[src/rtl/rab_l2_inv_walker.sv]
// rtl/rab_l2_inv_walker.sv - RAB L2 TLB range invalidation walker
module rab_l2_inv_walker #(
    parameter int AW             = 32,
    parameter int PAGE_SIZE_LOG2 = 12,
    parameter int N_SETS         = 32,
    parameter int N_SET_ENTRIES  = 32,
    localparam int N             = N_SETS * N_SET_ENTRIES,
    localparam int IDXW          = $clog2(N),
    localparam int VPNW          = AW - PAGE_SIZE_LOG2
) (
    input  logic            clk_i,
    input  logic            rst_ni,
    input  logic            inv_req_i,
    output logic            inv_ready_o,
    input  logic [AW-1:0]   inv_addr_start_i,
    input  logic [AW-1:0]   inv_addr_end_i,
    output logic            busy_o,
    output logic            done_o,
    output logic [IDXW:0]   n_inv_o,
    output logic            tag_rd_en_o,
    output logic [IDXW-1:0] tag_rd_addr_o,
    input  logic [VPNW-1:0] tag_rd_vpn_i,
    input  logic            tag_rd_valid_i,
    output logic            tag_wr_en_o,
    output logic [IDXW-1:0] tag_wr_addr_o
);

    typedef enum logic [1:0] {S_IDLE, S_WALK, S_DRAIN, S_DONE} state_t;

    state_t            r_state;
    logic              r_ready;
    logic              r_busy;
    logic              r_done;
    logic              r_rd_en;
    logic [IDXW-1:0]   r_rd_addr;
    logic              r_cmp_vld;
    logic [IDXW-1:0]   r_cmp_idx;
    logic [VPNW-1:0]   r_vpn_lo;
    logic [VPNW-1:0]   r_vpn_hi;
    logic [IDXW:0]     r_n_inv;
    logic              w_hit;

    // Tag data arrives the cycle after the read, so the clear decision uses it directly.
    assign w_hit = r_cmp_vld && tag_rd_valid_i &&
                   (tag_rd_vpn_i >= r_vpn_lo) && (tag_rd_vpn_i <= r_vpn_hi);

    always_ff @(posedge clk_i or negedge rst_ni) begin
        if (!rst_ni) begin
            r_state   <= S_IDLE;
            r_ready   <= 1'b1;
            r_busy    <= 1'b0;
            r_done    <= 1'b0;
            r_rd_en   <= 1'b0;
            r_rd_addr <= '0;
            r_cmp_vld <= 1'b0;
            r_cmp_idx <= '0;
            r_vpn_lo  <= '0;
            r_vpn_hi  <= '0;
            r_n_inv   <= '0;
        end else begin
            r_cmp_vld <= 1'b0;
            if (w_hit) begin
                r_n_inv <= r_n_inv + (IDXW+1)'(1);
            end
            case (r_state)
                S_IDLE: begin
                    if (inv_req_i) begin
                        r_vpn_lo <= inv_addr_start_i[AW-1:PAGE_SIZE_LOG2];
                        r_vpn_hi <= inv_addr_end_i[AW-1:PAGE_SIZE_LOG2];
                        r_n_inv  <= '0;
                        r_ready  <= 1'b0;
                        if (inv_addr_start_i <= inv_addr_end_i) begin
                            r_state   <= S_WALK;
                            r_busy    <= 1'b1;
                            r_rd_en   <= 1'b1;
                            r_rd_addr <= '0;
                        end else begin
                            r_state <= S_DONE;
                            r_done  <= 1'b1;
                        end
                    end
                end
                S_WALK: begin
                    r_cmp_vld <= 1'b1;
                    r_cmp_idx <= r_rd_addr;
                    if (r_rd_addr == IDXW'(N-1)) begin
                        r_state   <= S_DRAIN;
                        r_rd_en   <= 1'b0;
                        r_rd_addr <= '0;
                    end else begin
                        r_rd_addr <= r_rd_addr + IDXW'(1);
                    end
                end
                S_DRAIN: begin
                    r_state <= S_DONE;
                    r_busy  <= 1'b0;
                    r_done  <= 1'b1;
                end
                S_DONE: begin
                    r_state <= S_IDLE;
                    r_done  <= 1'b0;
                    r_ready <= 1'b1;
                end
                default: begin
                    r_state <= S_IDLE;
                    r_ready <= 1'b1;
                    r_busy  <= 1'b0;
                    r_done  <= 1'b0;
                    r_rd_en <= 1'b0;
                end
            endcase
        end
    end

    assign inv_ready_o   = r_ready;
    assign busy_o        = r_busy;
    assign done_o        = r_done;
    assign n_inv_o       = r_n_inv;
    assign tag_rd_en_o   = r_rd_en;
    assign tag_rd_addr_o = r_rd_addr;
    assign tag_wr_en_o   = w_hit;
    assign tag_wr_addr_o = r_cmp_idx;

endmodule

[config.mk]
export PLATFORM = sky130hd
export DESIGN_NAME = rab_l2_inv_walker
export DESIGN_NICKNAME = d
export VERILOG_FILES = /design/src/rtl/rab_l2_inv_walker.sv
export SDC_FILE = /design/constraint.sdc
export NUM_CORES = 1
export LEC_CHECK = 0
export BUFFER_PORTS_ARGS = -buffer_cell sky130_fd_sc_hd__buf_2
export CORE_ASPECT_RATIO = 0.75
export CORE_MARGIN = 3
export CORE_UTILIZATION = 25
export CTS_BUF_LIST = sky130_fd_sc_hd__clkbuf_16
export DETAILED_ROUTE_END_ITERATION = 6
export SKIP_LAST_GASP = 1
export SYNTH_ARGS = -nofsm -noshare
export SYNTH_HDL_FRONTEND = slang
export SYNTH_SLANG_ARGS = --single-unit
[constraint.sdc]
create_clock -name clk_i -period 6.07 [get_ports clk_i]
set_clock_uncertainty 0.2 [all_clocks]
set_input_delay 0.3035 -clock clk_i [delete_from_list [all_inputs] [get_ports clk_i]]
set_output_delay 0.3035 -clock clk_i [all_outputs]
set_load 0.02 [all_outputs]
==> impl_metrics.xml, run 1 <==
<?xml version="1.0" encoding="UTF-8"?>
<metrics>
  <group name="status">
    <metric name="status" unit="">complete, no violations</metric>
  </group>
  <group name="place">
    <metric name="portBuffers" unit="">123</metric>
    <metric name="gpl_wtd_cong" unit="">0.758</metric>
    <metric name="post-dp-hpwl" unit="um">11200</metric>
  </group>
  <group name="power_and_ir_drop">
    <metric name="clock_power_share" unit="%">23.1</metric>
    <metric name="combPwrFrac" unit="%">42.5</metric>
    <metric name="power_switching_share" unit="%">40.1</metric>
    <metric name="switchingPower" unit="uW">886</metric>
    <metric name="sequentialPowerShare" unit="%">34.4</metric>
    <metric name="p_int" unit="mW">1.32</metric>
    <metric name="p_per_area" unit="nW/um^2">333</metric>
    <metric name="power.ir.vdd_worst" unit="mV">0.148</metric>
    <metric name="p_leak" unit="nW">3.33</metric>
  </group>
  <group name="grt">
    <metric name="grt_start_max_net_pins" unit="">79</metric>
    <metric name="first_global_vias" unit="">4415</metric>
    <metric name="grt_overflow_total" unit="">0</metric>
    <metric name="grt_pass1_wl" unit="um">22800</metric>
    <metric name="antenna_found_initial" unit="">5</metric>
    <metric name="track_usage" unit="%">13.1</metric>
  </group>
  <group name="timing">
    <metric name="finalWorstPathRequiredPeriod" unit="ns">3.74</metric>
    <metric name="grt_setup_unrepaired" unit="">no</metric>
    <metric name="fin_crit_sh" unit="%">61.6</metric>
    <metric name="report.final.setup_viol" unit="">0</metric>
    <metric name="fmaxAchievable" unit="MHz">267</metric>
    <metric name="fin_setup_tns" unit="ns">0</metric>
    <metric name="slew_viol_final" unit="">0</metric>
    <metric name="report.final.hold_viol_count" unit="">0</metric>
    <metric name="max-slew-margin-rel" unit="%">30.4</metric>
    <metric name="pin_slew_with_the_least_headroom_to_its_limit" unit="ns">1.04</metric>
  </group>
  <group name="drt">
    <metric name="drcViolationCount" unit="">0</metric>
    <metric name="route.final.wire_length" unit="um">14300</metric>
    <metric name="drt.antenna.violating_nets" unit="">0</metric>
    <metric name="drt_first_pass_iters" unit="">4</metric>
    <metric name="avgRoutedWirePerCell" unit="um">14.5</metric>
    <metric name="via_count" unit="">4539</metric>
    <metric name="drtIter0Drc" unit="">218</metric>
    <metric name="via_per_inst" unit="">4.59</metric>
  </group>
  <group name="final_layout">
    <metric name="post-route-util" unit="%">33.6</metric>
    <metric name="syn2layout_area_growth" unit="%">29.7</metric>
    <metric name="fill_cells" unit="">2096</metric>
    <metric name="drive_gt1_share" unit="%">21.4</metric>
    <metric name="multi_input_comb_area" unit="sq um">2800</metric>
    <metric name="layout.nets" unit="">895</metric>
    <metric name="final-seq-area" unit="sq um">1950</metric>
  </group>
  <group name="die">
    <metric name="placeable_core_region" unit="sq um">19700</metric>
    <metric name="start_util" unit="%">25.9</metric>
    <metric name="fp.dieH" unit="um">130</metric>
    <metric name="row_count" unit="">44</metric>
    <metric name="floorplan.die_area" unit="sq um">22200</metric>
    <metric name="ios" unit="">124</metric>
    <metric name="floorplan.die.width" unit="um">171</metric>
  </group>
  <group name="setup_path">
    <metric name="crit_arrival" unit="ns">3.77</metric>
    <metric name="endpoint_kind" unit="">register</metric>
    <metric name="worst_setup_path_type" unit="">input pin to register</metric>
    <metric name="worstSetupStartpointType" unit="">input pin</metric>
    <metric name="crit_path_max_fanout" unit="">15</metric>
    <metric name="data_required_critical_path" unit="ns">6.10</metric>
  </group>
  <group name="worst_hold_path">
    <metric name="hold_path.class" unit="">input pin to register</metric>
  </group>
  <group name="yosys">
    <metric name="yosysUniqueCellTypes" unit="">50</metric>
    <metric name="async_reset_ff_share" unit="%">100</metric>
    <metric name="synth_fp_nets" unit="">741</metric>
    <metric name="fraction_of_synthesized_cell_area_in_xor_and_xnor_cells" unit="%">0</metric>
    <metric name="combinational_family_with_the_most_area_after_synthesis" unit="">adder cells</metric>
    <metric name="yosys.area.top_type_share" unit="%">37.7</metric>
    <metric name="netlist_area" unit="sq um">5110</metric>
    <metric name="yosys.area_share.adder" unit="%">19.1</metric>
    <metric name="synth-seq-cells" unit="">78</metric>
    <metric name="synth_top_area_cell" unit="">dfrtp_1</metric>
    <metric name="post_synth_mux_area_share" unit="%">2.59</metric>
    <metric name="synthMostInstantiatedCell" unit="">ha_1</metric>
    <metric name="syn_avg_cell_area" unit="sq um">8.89</metric>
    <metric name="synthCells" unit="">575</metric>
    <metric name="synth_ff_type" unit="">dfrtp_1</metric>
    <metric name="synth_enable_flop_cells" unit="">0</metric>
    <metric name="synth_seq_area_share" unit="%">38.2</metric>
    <metric name="synth_top_cells_by_count" unit="">78 x ha_1, 77 x dfrtp_1, 76 x inv_1</metric>
    <metric name="synth.top_cells.by_area" unit="">dfrtp_1 38%, ha_1 19%, o21ai_0 6.9%, inv_1 5.6%, nand2_1 4.9%</metric>
    <metric name="complex_gate_fraction_of_the_synthesized_area" unit="%">17.0</metric>
    <metric name="simple_logic_cell_fraction_of_the_synthesized_area" unit="%">16.1</metric>
    <metric name="synthesis.yosys.warnings" unit="">0</metric>
  </group>
  <group name="clock_tree">
    <metric name="cts.clk_slew.worst_paths" unit="ns">0.07</metric>
    <metric name="clockRootBuffer" unit="">clkbuf_16</metric>
    <metric name="cts_repair_resize_count" unit="">0</metric>
    <metric name="post-cts-setup-buffer-count" unit="">0</metric>
    <metric name="tritoncts.num_buffers" unit="">9</metric>
    <metric name="clock_latency" unit="ns">0.35</metric>
    <metric name="tritoncts" unit="">done</metric>
    <metric name="buffer_depth_of_the_longest_clock_path" unit="">2</metric>
    <metric name="htree_num_levels" unit="">3</metric>
    <metric name="clock_sinks" unit="">78</metric>
  </group>
  <group name="flow_run">
    <metric name="drv.max_cap_violation_count" unit="">0</metric>
  </group>
</metrics>
-- per-layer routing --
layer  vias up  routed length, um  GRT usage (%)
met3        13                940           4.57
li1       2340                  -              -
met4         8                114           3.31
met5         -                 50              0
met1      2076               7140           18.3
met2       102               6100           19.4
-- final timing paths --
path	to	startpoint	slack, ns	cells past startpoint
max	tag_rd_addr_o[9]$_DFFE_PN0P_	inv_addr_end_i[30]	2.33	10
min	r_vpn_lo[4]$_DFFE_PN0P_	inv_addr_start_i[16]	0.01	3
max reg2reg	n_inv_o[4]$_DFF_PN0_	r_vpn_hi[5]$_DFFE_PN0P_	2.88	9
min reg2reg	r_vpn_lo[0]$_DFFE_PN0P_	r_vpn_lo[0]$_DFFE_PN0P_	0.28	2
max in group asynchronous	r_vpn_lo[3]$_DFFE_PN0P_	rst_ni	4.51	2
min in group asynchronous	n_inv_o[8]$_DFF_PN0_	rst_ni	0.48	2
-- layout by cell type (no fill, tap or decap), drive strengths merged, types with 10 or more instances in the layout --
cell | Yosys | final
nand3 | 18 | 18
o21ai | 73 | 73
nand2 | 67 | 67
dfrtp | 77 | 77
nor2 | 15 | 15
nand4 | 17 | 17
inv | 76 | 78
dlygate4sd3 | 0 | 37
a21oi | 39 | 39
mux2 | 10 | 10
ha | 78 | 78
buf | 2 | 124
-- flip-flops by register name, summed over array words and instances (netlist names) --
| signal | cells |
|---|---|
| busy_o | 1 |
| done_o | 1 |
| inv_ready_o | 1 |
| n_inv_o | 11 |
| r_cmp_vld | 1 |
| r_state | 2 |
| r_vpn_hi | 20 |
| r_vpn_lo | 20 |
| tag_rd_addr_o | 10 |
| tag_rd_en_o | 1 |
| tag_wr_addr_o | 10 |
-- stage by stage --
stage	std cells	hold slack (ns)	power, mW	setup WS (ns)	area (sq um)
2_1_floorplan	575	-0.192	1.42	3.14	5110
3_3_place_gp	934	0.269	1.68	2.55	5980
3_5_place_dp	934	0.267	1.70	2.53	5980
4_1_cts	987	0.00325	2.25	2.30	6630
5_1_grt	988	0.0226	2.42	2.08	6630
6_report	988	0.0116	2.21	2.33	6630
-- logic make-up after synthesis --
logic type | count (synthesis)
buffers and inverters | 94
AOI/OAI and AO/OA | 150
and+or+nand+nor | 163
muxes | 12
adders and majority gates | 78
DFF | 78
-- layout make-up --
| cell class | count | area share, % |
|---|---|---|
| clock buffers | 9 | 3.40 |
| repair buffers | 161 | 15.0 |
| multi-input cells | 403 | 42.2 |
| flip-flops and latches | 78 | 29.5 |
| clock inverters | 7 | 0.774 |
| inverters | 76 | 4.30 |
| well taps | 253 | 4.77 |
| diodes | 1 | 0.0377 |
-- power by group through the flow --
stage               sequential, mW  combinational (mW)  clock, mW
finish                       0.760               0.940      0.510
global route                 0.780                1.09      0.548
CTS                          0.762               0.958      0.528
detailed placement           0.770               0.931          0
global placement             0.761               0.916          0
floorplan                    0.785               0.631          0
-- repair_timing --
item                                    4_1_cts  5_1_grt
endpoints found under the setup margin        0        0
endpoints found under the hold margin        93        0
hold buffers                                 37        0
-- critical path, stage by stage --
cell           delay [ns]
dlygate4sd3_1        0.54
buf_2                0.14
inv_1                0.05
ha_1                 0.30
nand4_1              0.24
or4_1                0.65
o21ai_0              0.38
a311o_1              0.27
nand3_1              0.41
o41ai_1              0.48
Note: power is estimated with default switching activity, not from simulation.
==> run 2: changes to the inputs <==
==> constraint.sdc (replaced) <==
create_clock -name clk_i -period 3.4 [get_ports clk_i]
set_clock_uncertainty 0.2 [all_clocks]
set_input_delay 0.17 -clock clk_i [delete_from_list [all_inputs] [get_ports clk_i]]
set_output_delay 0.17 -clock clk_i [all_outputs]
set_load 0.02 [all_outputs]
==> impl_metrics.xml, run 2 (synthesis results as in run 1) <==
<?xml version="1.0" encoding="UTF-8"?>
<metrics>
  <group name="grt">
    <metric name="grt_start_max_net_pins" unit="">79</metric>
    <metric name="antenna_found_initial" unit="">3</metric>
    <metric name="grt_overflow_total" unit="">0</metric>
    <metric name="first_global_vias" unit="">4285</metric>
    <metric name="grt_pass1_wl" unit="um">23000</metric>
    <metric name="track_usage" unit="%">13.2</metric>
  </group>
  <group name="setup_path">
    <metric name="worstSetupStartpointType" unit="">register</metric>
    <metric name="crit_arrival" unit="ns">2.88</metric>
    <metric name="endpoint_kind" unit="">output port</metric>
    <metric name="reg2reg_depth" unit="">9</metric>
    <metric name="worst_setup_path_startpoint" unit="">r_vpn_hi[5]$_DFFE_PN0P_</metric>
    <metric name="data_required_critical_path" unit="ns">3.03</metric>
    <metric name="worst_setup_path_type" unit="">register to output port</metric>
    <metric name="r2r-start" unit="">r_vpn_hi[5]$_DFFE_PN0P_</metric>
    <metric name="crit_path_max_fanout" unit="">21</metric>
  </group>
  <group name="clock_tree">
    <metric name="post-cts-setup-buffer-count" unit="">0</metric>
    <metric name="clockRootBuffer" unit="">clkbuf_16</metric>
    <metric name="htree_num_levels" unit="">3</metric>
    <metric name="cts.clk_slew.worst_paths" unit="ns">0.06</metric>
    <metric name="tritoncts" unit="">done</metric>
    <metric name="clock_sinks" unit="">78</metric>
    <metric name="buffer_depth_of_the_longest_clock_path" unit="">2</metric>
    <metric name="tritoncts.num_buffers" unit="">9</metric>
    <metric name="clock_latency" unit="ns">0.35</metric>
  </group>
  <group name="timing">
    <metric name="finalWorstPathRequiredPeriod" unit="ns">3.25</metric>
    <metric name="fin_crit_sh" unit="%">95.7</metric>
    <metric name="hold_slack" unit="ns">0.0270</metric>
    <metric name="report.final.hold_viol_count" unit="">0</metric>
    <metric name="pin_slew_with_the_least_headroom_to_its_limit" unit="ns">1.05</metric>
    <metric name="grt_setup_unrepaired" unit="">no</metric>
    <metric name="fmaxAchievable" unit="MHz">307</metric>
    <metric name="slew_viol_final" unit="">0</metric>
    <metric name="fin_ws" unit="ns">0.146</metric>
    <metric name="max-slew-margin-rel" unit="%">29.9</metric>
    <metric name="fin_setup_tns" unit="ns">0</metric>
    <metric name="report.final.setup_viol" unit="">0</metric>
  </group>
  <group name="status">
    <metric name="status" unit="">complete, no violations</metric>
  </group>
  <group name="drt">
    <metric name="route.final.wire_length" unit="um">14300</metric>
    <metric name="via_count" unit="">4563</metric>
    <metric name="drcViolationCount" unit="">0</metric>
    <metric name="drt_first_pass_iters" unit="">5</metric>
    <metric name="avgRoutedWirePerCell" unit="um">14.4</metric>
    <metric name="via_per_inst" unit="">4.58</metric>
    <metric name="drtIter0Drc" unit="">240</metric>
    <metric name="drt.antenna.violating_nets" unit="">0</metric>
  </group>
  <group name="die">
    <metric name="fp.dieH" unit="um">130</metric>
    <metric name="placeable_core_region" unit="sq um">19700</metric>
    <metric name="row_count" unit="">44</metric>
    <metric name="floorplan.die.width" unit="um">171</metric>
    <metric name="start_util" unit="%">25.9</metric>
    <metric name="floorplan.die_area" unit="sq um">22200</metric>
    <metric name="ios" unit="">124</metric>
  </group>
  <group name="power_and_ir_drop">
    <metric name="design_power_total" unit="mW">4.03</metric>
    <metric name="power.ir.vdd_worst" unit="mV">0.311</metric>
    <metric name="p_leak" unit="nW">3.38</metric>
    <metric name="p_per_area" unit="nW/um^2">599</metric>
  </group>
  <group name="worst_hold_path">
    <metric name="timing.hold.worst.start" unit="">inv_req_i</metric>
    <metric name="hold_path.class" unit="">input pin to register</metric>
    <metric name="worst_hold_path.num_cells" unit="">3</metric>
  </group>
  <group name="place">
    <metric name="placed_cells" unit="">938</metric>
    <metric name="gpl_wtd_cong" unit="">0.768</metric>
    <metric name="portBuffers" unit="">123</metric>
    <metric name="post-dp-hpwl" unit="um">11000</metric>
    <metric name="placed_area" unit="sq um">6010</metric>
    <metric name="pre_cts_ws" unit="ns">-0.137</metric>
  </group>
  <group name="final_layout">
    <metric name="post-route-util" unit="%">34.1</metric>
    <metric name="postLayoutCellArea" unit="sq um">6720</metric>
    <metric name="layout.cells.most_common" unit="">buf_2</metric>
    <metric name="syn2layout_area_growth" unit="%">31.5</metric>
    <metric name="mostFrequentLayoutCells" unit="">122 x buf_2, 78 x inv_1, 78 x ha_1, 77 x dfrtp_1, 70 x o21ai_0</metric>
    <metric name="layout.nets" unit="">903</metric>
    <metric name="finish.cell_count_without_fillers" unit="">996</metric>
    <metric name="drive_gt1_share" unit="%">21.7</metric>
  </group>
  <group name="flow_run">
    <metric name="drv.max_cap_violation_count" unit="">0</metric>
  </group>
</metrics>
-- run 2: what timing repair did --
| action | 4_1_cts | 5_1_grt |
|---|---|---|
| hold endpoints to repair | 117 | 0 |
| hold buffers | 41 | 0 |
| endpoints found under the setup margin | 0 | 9 |
| resized for setup | 0 | 2 |
-- run 2: final cells by class --
| class | instances | area, sq um |
|---|---|---|
| Inverter | 76 | 285 |
| Fill cell | 2051 | 13000 |
| Antenna cell | 1 | 2.50 |
| Sequential cell | 78 | 1950 |
| Tap cell | 253 | 317 |
| Clock buffer | 9 | 225 |
| Timing Repair Buffer | 169 | 1070 |
| Clock inverter | 7 | 68.8 |
| Multi-Input combinational cell | 403 | 2810 |
-- run 2: final timing paths --
path | end | slack (ns)
setup / recovery | tag_wr_en_o | 0.15
hold / removal | inv_ready_o$_DFFE_PN1P_ | 0.03
setup reg to reg | n_inv_o[4]$_DFF_PN0_ | 0.20
hold reg to reg | r_vpn_lo[0]$_DFFE_PN0P_ | 0.28
max in group asynchronous | r_vpn_hi[10]$_DFFE_PN0P_ | 1.97
min in group asynchronous | tag_wr_addr_o[8]$_DFFE_PN0P_ | 0.37
-- run 2: power by group --
part	internal [mW]	total (mW)	leakage (nW)	switching (mW)
sequential	1.23	1.35	1.00	0.117
combinational	0.664	1.72	2.23	1.06
clock	0.564	0.963	0.140	0.398
total	2.46	4.03	3.38	1.57
-- run 2: per-layer routing --
| layer | track usage, % | up-vias | share of wire [%] |
|---|---|---|---|
| li1 | - | 2356 | - |
| met1 | 19.5 | 2074 | 51 |
| met2 | 18.9 | 115 | 41 |
| met3 | 3.73 | 14 | 6.9 |
| met4 | 3.26 | 4 | 1.1 |
| met5 | 0 | - | 0.098 |
-- run 2: worst max-delay path, cell delays in order (launching register included) --
cell and delay [ns]:
dfrtp_1 0.36, inv_1 0.08, ha_1 0.24, and4_1 0.24, and4bb_4 0.21, a21boi_0 0.13, a2111o_1 0.38, a211o_1 0.53
nor2_1 0.19, buf_2 0.18
==> run 3: changes to the inputs <==
--- a/config.mk
+++ b/config.mk
@@ -6,7 +6,6 @@
 export NUM_CORES = 1
 export LEC_CHECK = 0
 export BUFFER_PORTS_ARGS = -buffer_cell sky130_fd_sc_hd__buf_2
-export CORE_ASPECT_RATIO = 0.75
 export CORE_MARGIN = 3
 export CORE_UTILIZATION = 25
 export CTS_BUF_LIST = sky130_fd_sc_hd__clkbuf_16
==> impl_metrics.xml, run 3 (synthesis results as in run 1) <==
<?xml version="1.0" encoding="UTF-8"?>
<metrics>
  <group name="grt">
    <metric name="antenna_found_initial" unit="">2</metric>
    <metric name="grt_start_max_net_pins" unit="">88</metric>
    <metric name="track_usage" unit="%">13.0</metric>
    <metric name="grt_overflow_total" unit="">0</metric>
    <metric name="grt_pass1_wl" unit="um">22900</metric>
    <metric name="first_global_vias" unit="">4510</metric>
  </group>
  <group name="timing">
    <metric name="fin_setup_tns" unit="ns">0</metric>
    <metric name="max-slew-margin-rel" unit="%">46.8</metric>
    <metric name="report.final.hold_viol_count" unit="">0</metric>
    <metric name="fmaxAchievable" unit="MHz">316</metric>
    <metric name="grt_setup_unrepaired" unit="">no</metric>
    <metric name="slew_viol_final" unit="">0</metric>
    <metric name="pin_slew_with_the_least_headroom_to_its_limit" unit="ns">0.790</metric>
    <metric name="report.final.setup_viol" unit="">0</metric>
    <metric name="finalWorstPathRequiredPeriod" unit="ns">3.16</metric>
    <metric name="fin_crit_sh" unit="%">93.0</metric>
  </group>
  <group name="power_and_ir_drop">
    <metric name="p_per_area" unit="nW/um^2">587</metric>
    <metric name="power_switching_share" unit="%">39.7</metric>
    <metric name="clock_power_share" unit="%">22.1</metric>
    <metric name="p_int" unit="mW">2.39</metric>
    <metric name="power.ir.vdd_worst" unit="mV">0.230</metric>
    <metric name="design_power_total" unit="mW">3.95</metric>
    <metric name="switchingPower" unit="mW">1.57</metric>
    <metric name="p_leak" unit="nW">3.38</metric>
    <metric name="combPwrFrac" unit="%">43.6</metric>
    <metric name="sequentialPowerShare" unit="%">34.3</metric>
  </group>
  <group name="drt">
    <metric name="avgRoutedWirePerCell" unit="um">14.1</metric>
    <metric name="via_count" unit="">4636</metric>
    <metric name="drtIter0Drc" unit="">212</metric>
    <metric name="route.final.wire_length" unit="um">14300</metric>
    <metric name="drt.antenna.violating_nets" unit="">0</metric>
    <metric name="via_per_inst" unit="">4.59</metric>
    <metric name="drt_first_pass_iters" unit="">5</metric>
    <metric name="drcViolationCount" unit="">0</metric>
  </group>
  <group name="clock_tree">
    <metric name="clock_latency" unit="ns">0.35</metric>
    <metric name="clockRootBuffer" unit="">clkbuf_16</metric>
    <metric name="htree_num_levels" unit="">3</metric>
    <metric name="tritoncts" unit="">done</metric>
    <metric name="tritoncts.num_buffers" unit="">9</metric>
    <metric name="clock_sinks" unit="">78</metric>
    <metric name="cts.clk_slew.worst_paths" unit="ns">0.06</metric>
    <metric name="post-cts-setup-buffer-count" unit="">0</metric>
    <metric name="buffer_depth_of_the_longest_clock_path" unit="">2</metric>
  </group>
  <group name="setup_path">
    <metric name="slowest_delay" unit="ns">0.50</metric>
    <metric name="reg2reg_depth" unit="">9</metric>
    <metric name="crit_arrival" unit="ns">2.79</metric>
    <metric name="endpoint_kind" unit="">output port</metric>
    <metric name="crit_path_max_fanout" unit="">21</metric>
    <metric name="critPathTopFamily" unit="">compound AO/OA/AOI/OAI gates</metric>
    <metric name="worstSetupStartpointType" unit="">register</metric>
    <metric name="data_required_critical_path" unit="ns">3.03</metric>
    <metric name="worst_setup_path_type" unit="">register to output port</metric>
    <metric name="path_buf_inv" unit="">2</metric>
    <metric name="path_depth" unit="">9</metric>
    <metric name="critical_path.slowest_cell" unit="">a211o_2</metric>
    <metric name="timing.critical_path.cells" unit="">inv_1 -&gt; ha_1 -&gt; and4_1 -&gt; and4bb_4 -&gt; a21boi_0 -&gt; a2111o_1 -&gt; a211o_2 -&gt; nor2_1 -&gt; buf_2</metric>
  </group>
  <group name="final_layout">
    <metric name="syn2layout_area_growth" unit="%">31.6</metric>
    <metric name="mostFrequentLayoutCells" unit="">122 x buf_2, 78 x ha_1, 77 x inv_1, 77 x dfrtp_1, 70 x o21ai_0</metric>
    <metric name="drive_gt1_share" unit="%">21.9</metric>
    <metric name="layout.nets" unit="">905</metric>
    <metric name="layout.cells.most_common" unit="">buf_2</metric>
  </group>
  <group name="worst_hold_path">
    <metric name="hold_path.class" unit="">input pin to register</metric>
    <metric name="worst_hold_path.num_cells" unit="">3</metric>
  </group>
  <group name="place">
    <metric name="gpl_wtd_cong" unit="">0.764</metric>
    <metric name="post-dp-hpwl" unit="um">10800</metric>
    <metric name="portBuffers" unit="">123</metric>
  </group>
  <group name="die">
    <metric name="ios" unit="">124</metric>
    <metric name="fp.dieH" unit="um">149</metric>
    <metric name="floorplan.die_area" unit="sq um">22200</metric>
    <metric name="row_count" unit="">51</metric>
    <metric name="start_util" unit="%">25.9</metric>
    <metric name="placeable_core_region" unit="sq um">19800</metric>
    <metric name="floorplan.die.width" unit="um">149</metric>
  </group>
  <group name="flow_run">
    <metric name="drv.max_cap_violation_count" unit="">0</metric>
  </group>
  <group name="status">
    <metric name="status" unit="">complete, no violations</metric>
  </group>
</metrics>
==> run 3: final cells by class <==
type                       count  area (sq um)
fill                        2048         13100
multi-input combinational    403          2810
clock inverter                 6          31.3
antenna                        1          2.50
timing repair buffer         171          1090
sequential                    78          1950
inverter                      76           285
tap                          265           332
clock buffer                   9           225
==> run 3: final timing paths <==
kind | start | end | slack, ns
hold / removal | inv_req_i | inv_ready_o$_DFFE_PN1P_ | 0.02
setup / recovery | r_vpn_hi[7]$_DFFE_PN0P_ | tag_wr_en_o | 0.24
setup reg to reg | r_vpn_hi[7]$_DFFE_PN0P_ | n_inv_o[8]$_DFF_PN0_ | 0.30
max in group asynchronous | rst_ni | r_vpn_lo[18]$_DFFE_PN0P_ | 2.15
hold reg to reg | r_vpn_lo[0]$_DFFE_PN0P_ | r_vpn_lo[0]$_DFFE_PN0P_ | 0.29
min in group asynchronous | rst_ni | tag_wr_addr_o[5]$_DFFE_PN0P_ | 0.07
==> run 3: stage by stage <==
step           setup slack [ns]  hold WS, ns  std cells  util (%)  cell area [sq um]
6_report                  0.239       0.0196       1009      34.0               6730
5_1_grt                  0.0210       0.0578       1009      34.0               6730
4_1_cts                  0.0207     0.000281       1008      34.0               6720
3_5_place_dp            -0.0245      -0.0967        952      30.6               6050
3_3_place_gp             0.0517      -0.0981        952      30.6               6050
2_1_floorplan             0.575       -0.326        575         -               5110
==> run 3: power by group through the flow <==
| stage | clock [mW] | sequential [mW] | combinational, mW |
|---|---|---|---|
| 5_1_grt | 0.941 | 1.39 | 2.00 |
| 3_3_place_gp | 0 | 1.36 | 1.66 |
| 3_5_place_dp | 0 | 1.37 | 1.68 |
| 4_1_cts | 0.910 | 1.36 | 1.73 |
| 6_report | 0.873 | 1.35 | 1.73 |
| 2_1_floorplan | 0 | 1.40 | 1.13 |
==> run 3: what timing repair did <==
| action | CTS | global route |
|---|---|---|
| setup endpoints to repair | 0 | 11 |
| hold buffers | 41 | 0 |
| resized for setup | 0 | 3 |
| hold endpoints to repair | 83 | 0 |
==> run 3: worst min-delay path: cells and delay by family <==
| family | cells | cell delay [ns] |
|---|---|---|
| compound gates | 1 | 0.07 |
| buf+inv | 1 | 0.16 |
| mux | 1 | 0.15 |
==> run 3: routing by layer <==
metal / GRT usage [%] / vias to the layer above / wire, um
met1: 17.5 / 2160 / 6720
met2: 20.8 / 108 / 6600
met3: 2.92 / 16 / 709
li1: - / 2350 / -
met4: 4.16 / 2 / 235
met5: 0 / - / 7
